File: src/rtl/mic_axi_sample_writer.sv
// -----------------------------------------------------------------------------
// mic_axi_sample_writer
//
// Collects 16-bit microphone samples over a valid/ready handshake. Each pair
// of samples becomes one 32-bit word, with the first sample of the pair in
// the low half. Packed words wait in a small FIFO and are written to the
// PSRAM AXI4 slave as single-beat bursts at consecutive word addresses. A
// recording is started by a pulse on start and ends after NUM_WORDS write
// responses have been received.
//
// Ports
//   clk, S_AXI_ARESETN     clock and asynchronous active-low reset
//   start                  one-cycle pulse; begins a recording when idle
//   sample_data/valid/ready  incoming mic samples
//   busy                   recording in progress
//   done                   one-cycle pulse after the last write response
//   overflow               sticky: sample offered while it could not be taken
//   wr_err                 sticky: a write response other than OKAY was seen
//   words_written          write responses received in this recording
//   M_AXI_AW*/W*/B*        AXI4 write channels (single beat, INCR, 32-bit)
// -----------------------------------------------------------------------------
module mic_axi_sample_writer #(
    parameter int                    ADDR_WIDTH = 24,
    parameter logic [ADDR_WIDTH-1:0] BASE_ADDR  = 24'h000004,
    parameter int                    NUM_WORDS  = 1024,
    parameter int                    FIFO_DEPTH = 4
) (
    input  logic                  clk,
    input  logic                  S_AXI_ARESETN,
    input  logic                  start,
    input  logic [15:0]           sample_data,
    input  logic                  sample_valid,
    output logic                  sample_ready,
    output logic                  busy,
    output logic                  done,
    output logic                  overflow,
    output logic                  wr_err,
    output logic [15:0]           words_written,
    output logic [ADDR_WIDTH-1:0] M_AXI_AWADDR,
    output logic [7:0]            M_AXI_AWLEN,
    output logic [2:0]            M_AXI_AWSIZE,
    output logic [1:0]            M_AXI_AWBURST,
    output logic                  M_AXI_AWVALID,
    input  logic                  M_AXI_AWREADY,
    output logic [31:0]           M_AXI_WDATA,
    output logic [3:0]            M_AXI_WSTRB,
    output logic                  M_AXI_WLAST,
    output logic                  M_AXI_WVALID,
    input  logic                  M_AXI_WREADY,
    input  logic [1:0]            M_AXI_BRESP,
    input  logic                  M_AXI_BVALID,
    output logic                  M_AXI_BREADY
);

    localparam int              PTR_W         = $clog2(FIFO_DEPTH);
    localparam logic [16:0]     TOTAL_SAMPLES = 17'(2 * NUM_WORDS);
    localparam logic [15:0]     LAST_COUNT    = 16'(NUM_WORDS);
    localparam logic [PTR_W:0]  FULL_COUNT    = (PTR_W + 1)'(FIFO_DEPTH);

    typedef enum logic       {C_IDLE, C_RUN}          ctrl_state_t;
    typedef enum logic [1:0] {W_IDLE, W_XFER, W_RESP} wr_state_t;

    // ------------------------------------------------------------------
    // State and registers
    // ------------------------------------------------------------------
    ctrl_state_t            ctrl_q, ctrl_d;
    wr_state_t              wr_q, wr_d;

    logic [16:0]            samples_acc_q, samples_acc_d;
    logic                   half_q, half_d;           // 1: low half already held
    logic [15:0]            pack_lo_q, pack_lo_d;
    logic                   overflow_q, overflow_d;
    logic                   wr_err_q, wr_err_d;
    logic [15:0]            words_written_q, words_written_d;
    logic [ADDR_WIDTH-1:0]  next_addr_q, next_addr_d;

    logic [31:0]            fifo_mem_q [FIFO_DEPTH];
    logic [PTR_W-1:0]       wr_ptr_q, wr_ptr_d;
    logic [PTR_W-1:0]       rd_ptr_q, rd_ptr_d;
    logic [PTR_W:0]         count_q, count_d;

    logic                   aw_done_q, aw_done_d;
    logic                   w_done_q, w_done_d;
    logic [31:0]            wdata_q, wdata_d;

    // ------------------------------------------------------------------
    // Shared decode
    // ------------------------------------------------------------------
    logic running, fifo_empty, fifo_full, room_left;
    logic start_rec, rec_done, sample_hs, push, pop;
    logic aw_fin, w_fin;

    assign running    = (ctrl_q == C_RUN);
    assign fifo_empty = (count_q == '0);
    assign fifo_full  = (count_q == FULL_COUNT);
    assign room_left  = (samples_acc_q < TOTAL_SAMPLES);
    assign start_rec  = (ctrl_q == C_IDLE) && start;
    assign rec_done   = running && (words_written_q == LAST_COUNT);
    assign sample_hs  = sample_valid && sample_ready;
    assign push       = sample_hs && half_q;
    assign pop        = (wr_q == W_RESP) && M_AXI_BVALID;
    // A channel counts as finished if it completed earlier or completes now.
    assign aw_fin     = aw_done_q || M_AXI_AWREADY;
    assign w_fin      = w_done_q  || M_AXI_WREADY;

    // ------------------------------------------------------------------
    // Control FSM: state register / next state / outputs
    // ------------------------------------------------------------------
    always_ff @(posedge clk or negedge S_AXI_ARESETN) begin
        if (!S_AXI_ARESETN) begin
            ctrl_q <= C_IDLE;
        end else begin
            ctrl_q <= ctrl_d;
        end
    end

    always_comb begin
        ctrl_d = ctrl_q;
        case (ctrl_q)
            C_IDLE:  if (start)    ctrl_d = C_RUN;
            C_RUN:   if (rec_done) ctrl_d = C_IDLE;
            default: ctrl_d = C_IDLE;
        endcase
    end

    always_comb begin
        busy         = running;
        done         = rec_done;
        sample_ready = running && !fifo_full && room_left;
    end

    // ------------------------------------------------------------------
    // Sample packing, status and address bookkeeping
    // ------------------------------------------------------------------
    always_comb begin
        samples_acc_d   = samples_acc_q;
        half_d          = half_q;
        pack_lo_d       = pack_lo_q;
        overflow_d      = overflow_q;
        wr_err_d        = wr_err_q;
        words_written_d = words_written_q;
        next_addr_d     = next_addr_q;

        if (start_rec) begin
            samples_acc_d   = '0;
            half_d          = 1'b0;
            overflow_d      = 1'b0;
            wr_err_d        = 1'b0;
            words_written_d = '0;
            next_addr_d     = BASE_ADDR;
        end else begin
            if (sample_hs) begin
                samples_acc_d = samples_acc_q + 17'd1;
                half_d        = !half_q;
                if (!half_q) pack_lo_d = sample_data;
            end
            // Refusals after the recording is full are expected, not overflow.
            if (running && sample_valid && !sample_ready && room_left) begin
                overflow_d = 1'b1;
            end
            if (pop) begin
                words_written_d = words_written_q + 16'd1;
                next_addr_d     = next_addr_q + ADDR_WIDTH'(4);
                if (M_AXI_BRESP != 2'b00) wr_err_d = 1'b1;
            end
        end
    end

    always_ff @(posedge clk or negedge S_AXI_ARESETN) begin
        if (!S_AXI_ARESETN) begin
            samples_acc_q   <= '0;
            half_q          <= 1'b0;
            pack_lo_q       <= '0;
            overflow_q      <= 1'b0;
            wr_err_q        <= 1'b0;
            words_written_q <= '0;
            next_addr_q     <= BASE_ADDR;
        end else begin
            samples_acc_q   <= samples_acc_d;
            half_q          <= half_d;
            pack_lo_q       <= pack_lo_d;
            overflow_q      <= overflow_d;
            wr_err_q        <= wr_err_d;
            words_written_q <= words_written_d;
            next_addr_q     <= next_addr_d;
        end
    end

    // ------------------------------------------------------------------
    // Packed-word FIFO. The head stays in place until its write response
    // arrives, so the word is only released once it is known to be written.
    // ------------------------------------------------------------------
    always_comb begin
        wr_ptr_d = wr_ptr_q;
        rd_ptr_d = rd_ptr_q;
        count_d  = count_q;
        if (push) wr_ptr_d = wr_ptr_q + PTR_W'(1);
        if (pop)  rd_ptr_d = rd_ptr_q + PTR_W'(1);
        case ({push, pop})
            2'b10:   count_d = count_q + (PTR_W + 1)'(1);
            2'b01:   count_d = count_q - (PTR_W + 1)'(1);
            default: count_d = count_q;
        endcase
    end

    always_ff @(posedge clk or negedge S_AXI_ARESETN) begin
        if (!S_AXI_ARESETN) begin
            wr_ptr_q <= '0;
            rd_ptr_q <= '0;
            count_q  <= '0;
        end else begin
            wr_ptr_q <= wr_ptr_d;
            rd_ptr_q <= rd_ptr_d;
            count_q  <= count_d;
        end
    end

    // Storage needs no reset: entries are only read once count says valid.
    always_ff @(posedge clk) begin
        if (push) fifo_mem_q[wr_ptr_q] <= {sample_data, pack_lo_q};
    end

    // ------------------------------------------------------------------
    // Write FSM: state register / next state / outputs
    // ------------------------------------------------------------------
    always_ff @(posedge clk or negedge S_AXI_ARESETN) begin
        if (!S_AXI_ARESETN) begin
            wr_q      <= W_IDLE;
            aw_done_q <= 1'b0;
            w_done_q  <= 1'b0;
            wdata_q   <= '0;
        end else begin
            wr_q      <= wr_d;
            aw_done_q <= aw_done_d;
            w_done_q  <= w_done_d;
            wdata_q   <= wdata_d;
        end
    end

    always_comb begin
        wr_d      = wr_q;
        aw_done_d = aw_done_q;
        w_done_d  = w_done_q;
        wdata_d   = wdata_q;
        case (wr_q)
            W_IDLE: begin
                if (!fifo_empty) begin
                    wr_d      = W_XFER;
                    aw_done_d = 1'b0;
                    w_done_d  = 1'b0;
                    // Registered copy of the head keeps WDATA stable in W_XFER.
                    wdata_d   = fifo_mem_q[rd_ptr_q];
                end
            end
            W_XFER: begin
                aw_done_d = aw_fin;
                w_done_d  = w_fin;
                if (aw_fin && w_fin) wr_d = W_RESP;
            end
            W_RESP: begin
                if (M_AXI_BVALID) wr_d = W_IDLE;
            end
            default: wr_d = W_IDLE;
        endcase
    end

    always_comb begin
        M_AXI_AWVALID = (wr_q == W_XFER) && !aw_done_q;
        M_AXI_WVALID  = (wr_q == W_XFER) && !w_done_q;
        M_AXI_BREADY  = (wr_q == W_RESP);
    end

    // ------------------------------------------------------------------
    // Remaining outputs
    // ------------------------------------------------------------------
    assign overflow      = overflow_q;
    assign wr_err        = wr_err_q;
    assign words_written = words_written_q;
    assign M_AXI_AWADDR  = next_addr_q;
    assign M_AXI_AWLEN   = 8'd0;
    assign M_AXI_AWSIZE  = 3'b010;
    assign M_AXI_AWBURST = 2'b01;
    assign M_AXI_WDATA   = wdata_q;
    assign M_AXI_WSTRB   = 4'hF;
    assign M_AXI_WLAST   = 1'b1;

endmodule

File: config.mk
export PLATFORM = sky130hd
export DESIGN_NAME = mic_axi_sample_writer
export DESIGN_NICKNAME = d
export VERILOG_FILES = /design/src/rtl/mic_axi_sample_writer.sv
export SDC_FILE = /design/constraint.sdc
export NUM_CORES = 1
export LEC_CHECK = 0
export ABC_AREA = 1
export BUFFER_PORTS_ARGS = -buffer_cell sky130_fd_sc_hd__buf_4
export CAP_MARGIN = 20
export CELL_PAD_IN_SITES_DETAIL_PLACEMENT = 0
export CELL_PAD_IN_SITES_GLOBAL_PLACEMENT = 1
export CORE_MARGIN = 5
export CORE_UTILIZATION = 25
export DETAILED_ROUTE_END_ITERATION = 12
export MAX_ROUTING_LAYER = met4
export PLACE_DENSITY = 0.46
export SETUP_SLACK_MARGIN = 0.15
export SLEW_MARGIN = 30
export SYNTH_ARGS = -nofsm -noshare
export SYNTH_HDL_FRONTEND = slang
export SYNTH_SLANG_ARGS = --single-unit
File: constraint.sdc
create_clock -name clk -period 8 [get_ports clk]
set_input_delay 2.4 -clock clk [delete_from_list [all_inputs] [get_ports clk]]
set_output_delay 2.4 -clock clk [all_outputs]
set_load 0.01 [all_outputs]
Word-level counts from Yosys, hierarchy flattened
Memory sizes are Yosys's and may differ from the RTL's. A register that Yosys moved wholly into a read port is not among the register bits.
Cells that the tools add are included.
{"block": "classes", "addsub": 7, "n_lt_le_gt_ge": 1, "eq_ne": 9, "mux": 26, "bitwise_logic": 4, "n_reduce_logical": 35}
{"cell": "24-bit 2-to-1 mux", "n": 2}
{"cell": "17-bit 2-to-1 mux", "n": 2}
{"cell": "16-bit 2-to-1 mux", "n": 2}
{"cell": "24-bit by 3-bit adder with 24-bit output (second input constant)", "n": 1}
{"cell": "17-bit by 1-bit adder with 17-bit output (second input constant)", "n": 1}
{"cell": "17-bit by 12-bit less-than comparator with 1-bit output (second input constant)", "n": 1}
{"cell": "16-bit by 1-bit adder with 16-bit output (second input constant)", "n": 1}
{"cell": "16-bit by 11-bit == test with 1-bit output (second input constant)", "n": 1}
{"cell": "2-bit nonzero test", "n": 7}
{"cell": "1-bit logical AND", "n": 13}
{"cell": "1-bit 2-to-1 mux", "n": 12}
{"cell": "1-bit zero test", "n": 6}
{"cell": "2-bit 2-to-1 mux", "n": 3}
{"cell": "2-bit != test (second input constant)", "n": 3}
{"cell": "1-bit one-hot mux with 2 select lines", "n": 3}
{"cell": "2-bit one-hot mux with 3 select lines", "n": 1}
{"cell": "3-bit one-hot mux with 2 select lines", "n": 1}
{"cell": "2-bit AND reduction", "n": 3}
{"cell": "3-bit AND reduction", "n": 2}
{"cell": "2-bit by 1-bit adder with 2-bit output (second input constant)", "n": 2}
{"cell": "2-bit by 1-bit == test with 1-bit output (second input constant)", "n": 2}
{"cell": "2-bit == test (second input constant)", "n": 2}
{"cell": "1-bit NOT", "n": 4}
{"cell": "3-bit by 1-bit adder with 3-bit output (second input constant)", "n": 1}
{"cell": "other kinds (5)", "n": 6}
{"block": "totals", "ff_bits": 88, "ram_bits": 128, "input_bits": 25, "output_inout_bits": 98, "wordCells": 97, "memories": 1}
{"memory": "fifo_mem_q", "depth": 4, "width": 32, "rd": 1, "rd_clocked_by_memory_dff": 1, "wr": 1, "line": "77", "text": "logic [31:0] fifo_mem_q [FIFO_DEPTH];"}

Longest topological paths before layout
Gate-level depths: netlist (run 1).
{"block": "depth", "depth_word": 9, "mapped_depth": 12, "mapped_depth_nobuf": 12}

Worst setup path before layout (run 1)
OpenSTA, ideal clock, no wires.
{"block": "synth_timing", "path_kind": "input to register", "from": "input sample_valid", "to": "memory fifo_mem_q[0][0], enable pin", "setup_ns": 0.421, "t_arrival_ns": 4.094, "required_ns": 7.579, "slack_ns": 3.485, "cell_stages": 4, "path_buffers": 0, "cell_sequence": "nand3_4 > inv_2 > nand2_1 > nor2_1"}
{"block": "synth_via", "elab_chain_cells": 4}
{"item": "start, declared", "line": "32", "text": "input logic sample_valid,"}
{"item": "1-bit logical AND", "line": "99", "text": "assign sample_hs = sample_valid && sample_ready;"}
{"item": "1-bit logical AND", "line": "100", "text": "assign push = sample_hs && half_q;"}
{"item": "1-bit 2-to-1 mux", "line": "220", "text": "if (push) fifo_mem_q[wr_ptr_q] <= {sample_data, pack_lo_q};"}
{"item": "1-bit 2-to-1 mux (not written as such)", "line": "220"}
{"item": "end, declared", "line": "77"}
No other way between the ends.

Worst setup path after layout (run 1)
{"block": "layout_timing", "from": "register words_written_q[0] (netlist: words_written[0])", "to": "output done"}
{"block": "layout_via", "elab_chain_cells": 2}
{"item": "start, declared", "line": "74", "text": "logic [15:0] words_written_q, words_written_d;"}
{"item": "start signal, assigned", "line": "184", "text": "words_written_q <= words_written_d;"}
{"item": "16-bit by 11-bit == test with 1-bit output", "line": "98", "text": "assign rec_done = running && (words_written_q == LAST_COUNT);"}
{"item": "1-bit logical AND", "line": "98"}
{"item": "end, declared", "line": "35", "text": "output logic done,"}
No other way between the ends.

==> results.md, run 1 <==
- Num CTS Buffers: 30
- Port Buf Inserts: 102
- Die ar.: 46600 µm²
- Fin. max-slew vios: 0
- Syn Inst Count: 1050
- Reg clk slew, reported paths: 0.06 ns
- Skew-Pair Late Insertion Delay: 0.58 ns
- Die height: 216 µm
- Hpwl dp: 18.1 mm
- Maximum VDD drop: 0.172 mV
- Synth Register Bits: 246
- Final period utilization: 57.5%
- Post-CTS Resized: 0
- CP Data Arrival Time: 2.20 ns
- Ys flop type: edfxtp_1
- Seq/Total Area, Yosys: 64.2%
- P&R area growth vs syn: 22.8%
- H-tree depth: 1
- Die outline width: 216 µm
- Rel. slew slack: 46.7%
- Post-detailed-route wirelength per cell: 16.6 µm
- Syn. warnings: 0
- Layout net count: 1189
- Critical Path RT: 5.60 ns
- Starting Density: 25.3%
- Critical path class: register to output port
- Tightest Pin Transition: 0.800 ns
- Number of synthesized flops with an enable pin: 128
- Fin crit period: 4.60 ns
- Class of the worst hold path: register to register
- Fraction of layout cells with a size suffix above 1: 16.5%
- Synth Cell Area: 10600 µm²
- Hold Fails Final Rpt: 0
- MaxCap Viol Count: 0
- Status: complete, no violations
- CTS tree: built
- CP Capture Type: output port
- Endpoints failing setup: 0
- Via density: 4.31
- Antenna violations before repair: 0
- Worst-path fanout max: 6
- Clock buffer depth: 3
- Post-route ant nets: 0
- WL final: 28.6 mm
- 1st-iter DRT viols: 230
- Placed Area: 11900 µm²
- Power Density: 325 nW/µm²
- Clk root buf: clkbuf_16
- Vias: 7401
- Largest net degree at the start of global routing: 67
- Fin area: 13000 µm²
- CTS sink cnt: 246
- Leakage: 0.00548 µW
- Vias in the first global route: 7435
- Core area: 41900 µm²
- First-pass GRT wire length: 44.8 mm
- Routability congestion estimate: 0.724
- Post-synth cell types: 43
- CTS Hold Bufs: 0
- Top Ports: 123
- RSZ-0062 raised after global routing: false
- Multi-input gate area: 3300 µm²
- # DRC: 0
- Most common cell after layout, fill and taps aside: nor2_1
- Highest clock rate: 218 MHz
- Drt pass-1 iters: 4
- Fillers: 4357
- Setup TNS: 0 ns
- Commonest non-fill, non-tap cells in the layout: 249 x nor2_1, 163 x nand2_1, 128 x edfxtp_1, 116 x dfrtp_1, 108 x buf_4
- CP startpoint kind: register
- Syn Area/Cell: 10.1 µm²
- Register Area: 6800 µm²
- Async set-reset flop share out of synthesis: 48.0%
- Core Rows: 75
- Skew final: 0.0229 ns
- Post-CTS Setup Inserts: 0
- Grt ovf: 0
- GRT Util Overall: 12.4%
- # diodes: 0
## path summary, 6_finish.rpt
check | startpoint | to | slack [ns] | depth (start not counted)
worst max-delay path | words_written[0] | done | 3.40 | 5
worst min-delay path | samples_acc_q[12] | samples_acc_q[12] | 0.49 | 2
worst max register to register | count_q[0] | count_q[2] | 5.36 | 11
worst min register to register | samples_acc_q[12] | samples_acc_q[12] | 0.49 | 2
max in group asynchronous | S_AXI_ARESETN | samples_acc_q[1] | 4.89 | 2
min in group asynchronous | S_AXI_ARESETN | M_AXI_WDATA[27] | 1.83 | 1
## power breakdown
group / internal (µW) / switching [µW] / leakage, µW / total, µW
registers: 1510 / 157 / 0.00263 / 1670
logic: 411 / 677 / 0.00232 / 1090
clock network: 911 / 563 / 0.000526 / 1470
## layout make-up
cell class	count	area share, %
Clock inverter	18	2.03
Inverter	68	1.98
Clock buffer	38	6.23
Sequential cell	246	52.3
Timing Repair Buffer	112	6.95
Tap cell	539	5.18
Multi-Input combinational cell	696	25.4
## critical path, cell delays in order (launching register included)
cell	delay (ns)
dfrtp_1	0.44
inv_1	0.10
ha_1	0.16
nand3_1	0.08
nor4_1	0.61
buf_4	0.24
## sequential cells by signal (all words and copies together), names as in the netlist, 3 cells and up
name,cells
fifo_mem_q,128
M_AXI_WDATA,32
M_AXI_AWADDR,22
samples_acc_q,17
pack_lo_q,16
words_written,16
count_q,3
## cell families (layout without fill, tap and decap cells)
group,count (synthesis),after routing,share of synthesized area (%)
AOI/OAI and AO/OA,150,150,7.67
xor gates and xnor gates,10,10,0.827
adders and majority gates,10,10,1.25
buffers and inverters,126,236,5.66
DFF,246,246,64.2
other,2,20,0.0709
and+or+nand+nor,506,506,20.4
## metal layers
metal  wire length [µm]  GRT usage (%)  vias up  part of all wire [%]
li1                   -              -     3674                     -
met1              13100           16.0     3567                    46
met2              13800           20.3      113                    48
met3               1110           2.61       47                   3.9
met4                588           2.62        0                   2.1
met5                  0              -        -                     0
## through the flow
stage | hold WS (ns) | total power (µW) | setup slack, ns | cells | util, %
CTS | 0.494 | 4340 | 3.32 | 1717 | 31.0
finish | 0.492 | 4230 | 3.40 | 1717 | 31.0
global route | 0.509 | 4530 | 3.23 | 1717 | 31.0
floorplan | 0.460 | 2350 | 3.49 | 1068 | -
detailed placement | 0.485 | 2830 | 3.59 | 1661 | 28.5
global placement | 0.475 | 2830 | 3.46 | 1658 | 28.3
## synth_stat cells, types with 2 or more instances
cell type,n,share of area (%)
nor2_1,253,9.0
nand2_1,163,5.8
edfxtp_1,128,36
dfrtp_1,117,28
o21ai_0,89,4.2
inv_1,63,2.2
nand3_1,41,1.9
a31oi_1,32,1.9
a21oi_1,22,1.0
buf_4,22,1.6
buf_2,17,0.80
nand4_1,16,0.94
clkbuf_1,14,0.50
ha_1,9,1.1
xor2_1,7,0.58
nor3_1,5,0.24
inv_2,4,0.14
nor2_2,4,0.24
buf_6,3,0.32
nand2_2,3,0.18
nand2_4,3,0.32
nor2_4,3,0.32
nor3_2,3,0.28
or2_2,3,0.18
xnor2_1,3,0.25
a22o_1,2,0.17
buf_1,2,0.071
conb_1,2,0.071
nand3_4,2,0.33
nor3b_1,2,0.14
(Power assumes the default switching activity.)
==> run 2, diff against run 1 <==
clock period = 4.5 ns   (was 8 ns; I/O delays follow)
==> run 2 against run 1 <==
Effect of this change: final cell count up 0.35%; critical path depth stayed put; sequential cell count is the same; via count is 1.2% higher; first-iteration DRC count increased by 52%; clock power grew 63%; critical path type unchanged; critical endpoint unchanged.
==> results.md, run 2 (synthesis gave the netlist of run 1 again) <==
- Family with the most delay on the worst path: simple AND/OR/NAND/NOR gates
- Grt ovf: 0
- Antenna violations before repair: 0
- # diodes: 0
- WHS: 0.495 ns
- CTS sink cnt: 246
- Fin. max-slew vios: 0
- Power Density: 566 nW/µm²
- Clk root buf: clkbuf_16
- Setup TNS: 0 ns
- Leakage: 0.00544 µW
- First-pass GRT wire length: 45.7 mm
- Die height: 216 µm
- Slowest CP cell: dfrtp_1
- CTS tree: built
- Die outline width: 216 µm
- Hold Fails Final Rpt: 0
- Finished Layout Cells: 1723
- Maximum VDD drop: 0.347 mV
- Worst-path fanout max: 6
- Placed insts: 1665
- Register Area: 6800 µm²
- Post-detailed-route wirelength per cell: 16.9 µm
- Class of the worst hold path: register to register
- Most common cell after layout, fill and taps aside: nor2_1
- CTS Hold Bufs: 0
- Routability congestion estimate: 0.752
- Highest clock rate: 300 MHz
- Drt pass-1 iters: 4
- Hpwl dp: 18.8 mm
- Vias in the first global route: 7647
- Critical path class: register to output port
- WL final: 29.1 mm
- Commonest non-fill, non-tap cells in the layout: 249 x nor2_1, 163 x nand2_1, 128 x edfxtp_1, 116 x dfrtp_1, 115 x buf_4
- RSZ-0062 raised after global routing: false
- Die ar.: 46600 µm²
- Reg clk slew, reported paths: 0.06 ns
- Vias: 7493
- Endpoints failing setup: 0
- Critical Path RT: 3.15 ns
- Clock buffer depth: 3
- Core area: 41900 µm²
- Layout net count: 1194
- Post-CTS Resized: 0
- Skew-Pair Late Insertion Delay: 0.58 ns
- MaxCap Viol Count: 0
- Largest net degree at the start of global routing: 67
- CP startpoint kind: register
- GRT Util Overall: 12.7%
- Post-CTS Setup Inserts: 0
- Post-route ant nets: 0
- Status: complete, no violations
- CP Capture Type: output port
- Slowest cell delay on critical path: 0.44 ns
- Via density: 4.35
- P&R area growth vs syn: 21.6%
- Multi-input gate area: 3300 µm²
- H-tree depth: 1
- # DRC: 0
- CP Data Arrival Time: 1.98 ns
- CP cell instances: inv_1 -> ha_1 -> nand3_1 -> nor4_1 -> buf_4
- Fraction of layout cells with a size suffix above 1: 16.4%
- 1st-iter DRT viols: 349
- Core Rows: 75
- Num CTS Buffers: 31
- Fin crit period: 3.33 ns
- Top Ports: 123
- Fillers: 4387
- Final period utilization: 74.0%
- Skew final: 0.0115 ns
- Port Buf Inserts: 102
- Number of flip-flops in the largest register: 128
- Most flops, register: fifo_mem_q
- Tightest Pin Transition: 0.766 ns
- Rel. slew slack: 48.9%
- Starting Density: 25.3%
- Buf/Inv on CP: 2
-- run 2: changes by cell type in the layout (fill, tap and decap cells not counted), sizes merged --
cell,before,now
buf,112,116
clkbuf,38,46
clkinv,12,11
bufinv,6,1
clkinvlp,1,0
inv,67,68
-- run 2: path summary, 6_finish.rpt --
kind                                   start           endpoint  slack, ns  depth (start not counted)
setup / recovery            words_written[0]               done       1.17                          5
hold / removal             samples_acc_q[13]  samples_acc_q[13]       0.49                          2
setup reg to reg                  count_q[0]         count_q[2]       1.76                         11
hold reg to reg            samples_acc_q[13]  samples_acc_q[13]       0.49                          2
max in group asynchronous      S_AXI_ARESETN          aw_done_q       2.89                          2
min in group asynchronous      S_AXI_ARESETN    M_AXI_WDATA[27]       0.77                          1
-- run 2: metal layers --
layer	vias up	wire length (µm)	track usage (%)
met1	3632	13300	16.5
met5	-	0	-
li1	3693	-	-
met3	45	1350	2.98
met4	0	654	2.79
met2	123	13800	20.2
-- run 2: stage by stage --
step	cell area, µm²	util [%]	setup slack, ns	total power (µW)
floorplan	10700	-	1.04	4180
global placement	11900	28.4	1.11	5030
detailed placement	11900	28.4	1.13	5040
CTS	12900	30.7	1.12	7490
global route	12900	30.7	1.05	7820
finish	12900	30.7	1.17	7290
-- run 2: tightest hold or removal path, delay by kind of cell, from the launching register on --
| kind | cells | cell delay (ns) |
|---|---|---|
| AND/OR/NAND/NOR | 1 | 0.03 |
| flip-flops | 1 | 0.38 |
| buffers and inverters | 1 | 0.05 |
-- run 2: cell type report --
| type | count | area share (%) |
|---|---|---|
| Multi-Input combinational cell | 696 | 25.6 |
| Inverter | 68 | 2.00 |
| Clock inverter | 12 | 0.767 |
| Tap cell | 539 | 5.23 |
| Clock buffer | 46 | 6.84 |
| Sequential cell | 246 | 52.8 |
| Timing Repair Buffer | 116 | 6.79 |
-- run 2: power by group --
group / total (µW) / internal, µW / switching (µW)
Combinational: 1940 / 732 / 1210
Clock: 2390 / 1410 / 979
Sequential: 2970 / 2690 / 272
Total: 7290 / 4830 / 2460
